`src/rtl/switch_input_conditioner_if.sv`:
```
// Switch-vector bundle between the raw board switches and the conditioner.
// Latency: none (wires only).
// Backpressure: none; the switch vector and the status outputs are free-running levels.
interface switch_input_conditioner_if #(
    parameter int WIDTH = 15
);
    logic [WIDTH-1:0] SW;       // raw, asynchronous slide switches
    logic [WIDTH-1:0] SW_OUT;   // debounced, registered vector
    logic             CHANGED;  // one-cycle strobe when SW_OUT takes a new value
    logic             STABLE;   // input has matched the candidate for the full window

    // Switch side: drives raw switches, observes the conditioned result.
    modport master (
        output SW,
        input  SW_OUT,
        input  CHANGED,
        input  STABLE
    );

    // Conditioner side: consumes raw switches, produces the conditioned result.
    modport slave (
        input  SW,
        output SW_OUT,
        output CHANGED,
        output STABLE
    );
endinterface

```
`src/rtl/switch_input_conditioner.sv`:
```
// Synchronizes and debounces the slide-switch vector with one shared stability window.
// Latency: DEBOUNCE_CYCLES+3 edges from the first edge sampling a new SW to SW_OUT/CHANGED.
// Backpressure: none; outputs are registered levels/strobes, downstream must sample every cycle.
module switch_input_conditioner #(
    parameter int WIDTH           = 15,
    parameter int DEBOUNCE_CYCLES = 16
) (
    input  logic                        CLK,
    input  logic                        RST,
    switch_input_conditioner_if.slave   sw_if
);

    // Counter is wide enough to hold DEBOUNCE_CYCLES-1, where it saturates.
    localparam int CNT_W = (DEBOUNCE_CYCLES > 2) ? $clog2(DEBOUNCE_CYCLES) : 1;
    localparam logic [CNT_W-1:0] CNT_MAX = CNT_W'(DEBOUNCE_CYCLES - 1);

    logic [WIDTH-1:0] sync1_q,   sync1_d;
    logic [WIDTH-1:0] sync2_q,   sync2_d;
    logic [WIDTH-1:0] cand_q,    cand_d;
    logic [CNT_W-1:0] cnt_q,     cnt_d;
    logic [WIDTH-1:0] sw_out_q,  sw_out_d;
    logic             changed_q, changed_d;
    logic             stable_q,  stable_d;

    // Next-state: two-flop synchronizer, candidate tracking, saturating window counter, commit.
    always_comb begin
        sync1_d   = sw_if.SW;
        sync2_d   = sync1_q;
        cand_d    = cand_q;
        cnt_d     = cnt_q;
        sw_out_d  = sw_out_q;
        changed_d = 1'b0;
        stable_d  = 1'b0;

        if (sync2_q != cand_q) begin
            // Any bit moving restarts the shared window; a mismatch always beats a commit.
            cand_d = sync2_q;
            cnt_d  = '0;
        end else if (cnt_q < CNT_MAX) begin
            cnt_d = cnt_q + CNT_W'(1);
        end else begin
            // Window complete: hold the counter and commit only a genuinely new value,
            // so an excursion that returns to the committed vector never strobes CHANGED.
            stable_d = 1'b1;
            if (cand_q != sw_out_q) begin
                sw_out_d  = cand_q;
                changed_d = 1'b1;
            end
        end
    end

    // State registers; all clear immediately on RST regardless of CLK.
    always_ff @(posedge CLK or posedge RST) begin
        if (RST) begin
            sync1_q   <= '0;
            sync2_q   <= '0;
            cand_q    <= '0;
            cnt_q     <= '0;
            sw_out_q  <= '0;
            changed_q <= 1'b0;
            stable_q  <= 1'b0;
        end else begin
            sync1_q   <= sync1_d;
            sync2_q   <= sync2_d;
            cand_q    <= cand_d;
            cnt_q     <= cnt_d;
            sw_out_q  <= sw_out_d;
            changed_q <= changed_d;
            stable_q  <= stable_d;
        end
    end

    assign sw_if.SW_OUT  = sw_out_q;
    assign sw_if.CHANGED = changed_q;
    assign sw_if.STABLE  = stable_q;

endmodule

```
`src/flat_wrapper.sv`:
```
// flat-port wrapper written by rule: the top's interface ports become plain ports
module switch_input_conditioner_flat 
#(
    parameter int WIDTH           = 15,
    parameter int DEBOUNCE_CYCLES = 16
)
  (CLK, RST, sw_if_SW, sw_if_SW_OUT, sw_if_CHANGED, sw_if_STABLE);
  switch_input_conditioner_if #(.WIDTH(WIDTH)) sw_if_i ();
  input  logic CLK;
  input  logic RST;
  input wire logic [$bits(sw_if_i.SW)-1:0] sw_if_SW;
  output wire logic [$bits(sw_if_i.SW_OUT)-1:0] sw_if_SW_OUT;
  output wire logic [$bits(sw_if_i.CHANGED)-1:0] sw_if_CHANGED;
  output wire logic [$bits(sw_if_i.STABLE)-1:0] sw_if_STABLE;
  assign sw_if_i.SW = sw_if_SW;
  assign sw_if_SW_OUT = sw_if_i.SW_OUT;
  assign sw_if_CHANGED = sw_if_i.CHANGED;
  assign sw_if_STABLE = sw_if_i.STABLE;
  switch_input_conditioner #(.WIDTH(WIDTH), .DEBOUNCE_CYCLES(DEBOUNCE_CYCLES)) u_core (.CLK(CLK), .RST(RST), .sw_if(sw_if_i));
endmodule
```
`config.mk`:
```
export PLATFORM = sky130hd
export DESIGN_NAME = switch_input_conditioner_flat
export DESIGN_NICKNAME = d
export VERILOG_FILES = /design/src/rtl/switch_input_conditioner_if.sv /design/src/rtl/switch_input_conditioner.sv /design/src/flat_wrapper.sv
export SDC_FILE = /design/constraint.sdc
export NUM_CORES = 1
export LEC_CHECK = 0
export CAP_MARGIN = 20
export CORE_MARGIN = 1.5
export CORE_UTILIZATION = 30
export DETAILED_ROUTE_END_ITERATION = 16
export SYNTH_ARGS = -nofsm -noshare
export SYNTH_HDL_FRONTEND = slang
export SYNTH_SLANG_ARGS = --single-unit
```
`constraint.sdc`:
```
create_clock -name CLK -period 2.1 [get_ports CLK]
set_clock_uncertainty 0.1 [all_clocks]
set_input_delay 0.42 -clock CLK [delete_from_list [all_inputs] [get_ports CLK]]
set_output_delay 0.42 -clock CLK [all_outputs]
set_load 0.1 [all_outputs]
```
==> out/qor_table.md <==
| Stage | Result | Reported |
| --- | --- | --- |
| outcome | Result of the run | finished, final reports clean |
| synthesis | Number of warnings reported in the yosys synthesis log | 0 |
| worst hold path | Origin of the worst min-delay path | u_core.sync1_q[12]$_DFF_PP0_ |
| routing | Average vias per placed instance | 4.013 |
| timing | Remaining max-slew budget at the tightest pin | 77.14% |
| pwr | Ratio of total power to cell area | 814.0 nW/um^2 |
| layout | Net count reported at finish | 213 |
| placed design | Gp weighted congestion | 0.6783 |
| worst hold path | Capture endpoint of the worst hold path | u_core.sync2_q[12]$_DFF_PP0_ |
| cts | CTS buffer count | 9 |
| die | Die Y-Extent | 92.46 um |
| worst setup path | Worst flop-to-flop path endpoint | u_core.sw_if.SW_OUT[9]$_DFFE_PP0P_ |
| worst setup path | Capturing element type of the critical path | flop |
| flow run | Number of violations of the max-capacitance limit | 0 |
| layout | Seq. cell area | 1685 um^2 |
| timing | Post-route worst hold slack | 0.2439 ns |
| cts | Number of hold-repair buffers added at the cts stage | 0 |
| timing | Pin slew with the least headroom to its limit | 0.3401 ns |
| cts | Root Buffer Master | sky130_fd_sc_hd__clkbuf_8 |
| timing | Sum Neg Setup Slack | 0 ns |
| die | Initial Utilization | 31.07% |
| timing | Count of pins over their slew limit | 0 |
| layout | Diode count | 0 |
| cts | Clock sink count | 66 |
| worst setup path | Critical path launch point | u_core.cand_q[0]$_DFFE_PP0N_ |
| worst setup path | Critical path class | flop to flop |
| routing | Remaining DRCs | 0 |
| synthesis | Post-Syn Nets | 172 |
| placed design | Number of port buffers | 33 |
| placed design | Setup WS pre-CTS | -0.05205 ns |
| die | Top-Level Pins | 34 |
| pwr | Max rail drop VDD | 0.0004878 V |
| cts | Number of H-tree branching levels | 3 |
| layout | Footprint of the multi-input gates | 691.9 um^2 |
| timing | F_max | 0.4826 GHz |
| synthesis | Largest cells by area after synthesis | sky130_fd_sc_hd__dfrtp_1 69%, sky130_fd_sc_hd__xnor2_1 5.8%, sky130_fd_sc_hd__mux2_4 5.6% |
| worst setup path | List of cells traversed by the critical path | xor2_1 > nor4_2 > nand4_2 > nor3_4 > buf_6 > mux2_4 |
| worst setup path | Worst-case register-to-register setup slack | 0.03 ns |
| pwr | Leakage component of the power | 1.371 nW |
| synthesis | Synthesized cell area | 2401 um^2 |
| worst hold path | Worst hold path stage count | 0 |
| global route | Via count of the first global-routing pass | 1258 |
| die | Number of rows created at floorplan | 32 |
| timing | Worst path setup slack after routing | 0.02774 ns |
| die | Area of the die | 8549 um^2 |
| worst setup path | Required time worst endpoint | 2.22 ns |
| timing | Tcrit/Tclk final | 98.68% |
| layout | P&R area growth vs syn | 33.77% |
| timing | Final critical path time including I/O delays and setup | 2.072 ns |
| routing | Total length of routed wires | 3.877 mm |
| routing | Count of vias placed by the detailed router | 1212 |
| timing | Final-report setup violation count | 0 |
| worst setup path | Worst Path Arrival | 2.19 ns |
| cts | Maximum buffer depth of the clock tree | 2 |
| timing | Setup repair after global routing missed its margin | true |
| worst setup path | Logic depth of the worst register-to-register path | 6 |
| layout | Layout cells sized above 1 | 41.00% |
| global route | Initial antenna violation count | 0 |
| global route | Gr usage total | 10.49% |
| worst setup path | Cell type of the slowest stage on the worst timing path | sky130_fd_sc_hd__dfrtp_1 |
| worst setup path | Crit Reg-Reg Startpoint | u_core.cand_q[0]$_DFFE_PP0N_ |
| synthesis | Cell type contributing the most total cell area after synthesis | sky130_fd_sc_hd__dfrtp_1 |
| synthesis | Seq cells post-synth | 66 |
| synthesis | Synthesized instance count | 154 |
| worst setup path | Max Fanout on Critical Path | 8 |
| synthesis | Share of the synthesized area in the top cell type | 68.79% |
| placed design | Cell area after placement | 2910 um^2 |
| worst setup path | Critical Path Start Type | flop |
| routing | Drt initial violations | 37 |
| layout | Count of placed standard cells in the final layout, fillers left out | 302 |
| layout | Filler cell count in the final layout | 708 |
| placed design | Estimated wirelength of the detail-placed design | 2.517 mm |
| routing | 1st-pass router iterations | 3 |
| timing | Fin. Hold Viols | 0 |
| global route | Maximum number of pins on one net before global-route repair | 67 |
| global route | Wire length of the first global-routing pass | 6.437 mm |
| routing | Antenna viol nets, final | 0 |
| synthesis | Number of distinct library cells after synthesis | 21 |
| layout | Finished layout cell area | 3212 um^2 |
| worst hold path | Hold Crit Class | flop to flop |
| die | Core Box Area | 7727 um^2 |
| global route | Total gr overflow | 0 |
| routing | WL per Instance | 12.84 um |
| cts | Clock transition at path regs | 0.07 ns |
| synthesis | Post-Syn Area per Cell | 15.59 um^2 |
| cts | Clock latency reported for the late side of the worst-skew pair | 0.34 ns |
| synthesis | Seq/Total Area, Yosys | 68.79% |
| worst setup path | Highest cell delay on the worst timing path | 0.39 ns |
| placed design | Post-Place Cells | 279 |
| die | Die Width | 92.46 um |
| cts | CTS tree | built |
## final cells by class
cell class | instances | share of cell area (%)
Sequential cell | 66 | 52.47
Multi-Input combinational cell | 71 | 21.54
Timing Repair Buffer | 46 | 14.96
Clock buffer | 11 | 4.402
Tap cell | 102 | 3.973
Clock inverter | 5 | 2.415
Inverter | 1 | 0.2337
## through the flow
step                power, mW  util, %
floorplan               1.433        -
global placement        1.483    37.66
detailed placement      1.483    37.66
CTS                     2.654    40.64
global route            2.731    41.56
finish                  2.614    41.56
## registers in the layout, summed over array words and instances (netlist names)
| register | flops |
|---|---|
| u_core.sw_if.CHANGED | 1 |
| u_core.cand_q | 15 |
| u_core.cnt_q | 4 |
| u_core.sync1_q | 15 |
| u_core.sw_if.SW_OUT | 15 |
| u_core.sync2_q | 15 |
| u_core.sw_if.STABLE | 1 |
## worst max path at each step
stage          slack (ns)                             endpoint
2_1_floorplan       0.001   u_core.sw_if.SW_OUT[0]$_DFFE_PP0P_
3_3_place_gp        -0.01   u_core.sw_if.SW_OUT[9]$_DFFE_PP0P_
3_5_place_dp        -0.05   u_core.sw_if.SW_OUT[9]$_DFFE_PP0P_
4_1_cts            -0.003  u_core.sw_if.SW_OUT[13]$_DFFE_PP0P_
5_1_grt             -0.06   u_core.sw_if.SW_OUT[9]$_DFFE_PP0P_
6_report             0.03   u_core.sw_if.SW_OUT[9]$_DFFE_PP0P_
## critical path, delay by kind of cell (launching register included)
family	cells	cell delay (ns)
simple gates	3	0.77
flops	1	0.39
xor+xnor	1	0.18
buf+inv	1	0.20
mux	1	0.31
## power breakdown
group	switching [mW]	leakage (nW)	internal (mW)
clock	0.457	0.109	0.697
sequential	0.0282	0.791	1.31
combinational	0.0561	0.471	0.0618
total	0.541	1.37	2.07
## synth_stat cells
cell                       number
sky130_fd_sc_hd__nor2_1         5
sky130_fd_sc_hd__nand2_1        1
sky130_fd_sc_hd__nand3_1        3
sky130_fd_sc_hd__xnor2_1       16
sky130_fd_sc_hd__nor4_4         1
sky130_fd_sc_hd__ha_1           1
sky130_fd_sc_hd__clkbuf_1      15
sky130_fd_sc_hd__buf_12         1
sky130_fd_sc_hd__nor4_2         3
sky130_fd_sc_hd__mux2_4         9
sky130_fd_sc_hd__nor3_1         3
sky130_fd_sc_hd__mux2i_1        1
sky130_fd_sc_hd__nor3_4         1
sky130_fd_sc_hd__a31oi_1        1
sky130_fd_sc_hd__nand4_2        1
sky130_fd_sc_hd__mux2_1         6
sky130_fd_sc_hd__nor3b_1        1
sky130_fd_sc_hd__xor2_1        15
sky130_fd_sc_hd__nand4_1        3
sky130_fd_sc_hd__inv_1          1
sky130_fd_sc_hd__dfrtp_1       66
## cell usage in the layout (no fill, tap or decap), types with 2 or more instances in the layout
| cell type | n |
|---|---|
| sky130_fd_sc_hd__buf_12 | 7 |
| sky130_fd_sc_hd__clkinvlp_4 | 2 |
| sky130_fd_sc_hd__nor3_1 | 3 |
| sky130_fd_sc_hd__clkdlybuf4s50_1 | 16 |
| sky130_fd_sc_hd__clkbuf_8 | 10 |
| sky130_fd_sc_hd__dfrtp_1 | 51 |
| sky130_fd_sc_hd__buf_4 | 21 |
| sky130_fd_sc_hd__dfrtp_2 | 9 |
| sky130_fd_sc_hd__buf_6 | 2 |
| sky130_fd_sc_hd__nor4_2 | 3 |
| sky130_fd_sc_hd__dfrtp_4 | 6 |
| sky130_fd_sc_hd__mux2_4 | 15 |
| sky130_fd_sc_hd__bufinv_16 | 2 |
| sky130_fd_sc_hd__xor2_1 | 15 |
| sky130_fd_sc_hd__nor2_1 | 5 |
| sky130_fd_sc_hd__xnor2_1 | 16 |
| sky130_fd_sc_hd__nand4_1 | 3 |
| sky130_fd_sc_hd__nand3_1 | 3 |
| sky130_fd_sc_hd__clkinv_2 | 2 |
## cells by family (layout without fill, tap and decap cells)
logic type                 count (synthesis)  count (layout)  synth area share, %
adders and majority gates                  1               1               0.5210
muxes                                     16              16                8.859
AOI/OAI and AO/OA                          1               1               0.2607
xor gates and xnor gates                  31              31                11.31
buffers and inverters                     17              63                3.335
and+or+nand+nor                           22              22                6.931
DFF                                       66              66                68.79
## timing repair
action                                  4_1_cts  5_1_grt
setup buffers                                 1        6
resized for setup                             1        7
pin swaps                                     2        5
endpoints found under the setup margin       12       15
## layer usage
layer	part of all wire [%]	wire, um	track usage [%]	vias to the layer above
met5	0	0	0	-
met4	2.2	85	6.154	0
met3	6.6	257	5.255	7
met2	44	1717	14.03	33
met1	47	1817	13.46	593
li1	-	-	-	579
(Power assumes the default switching activity.)
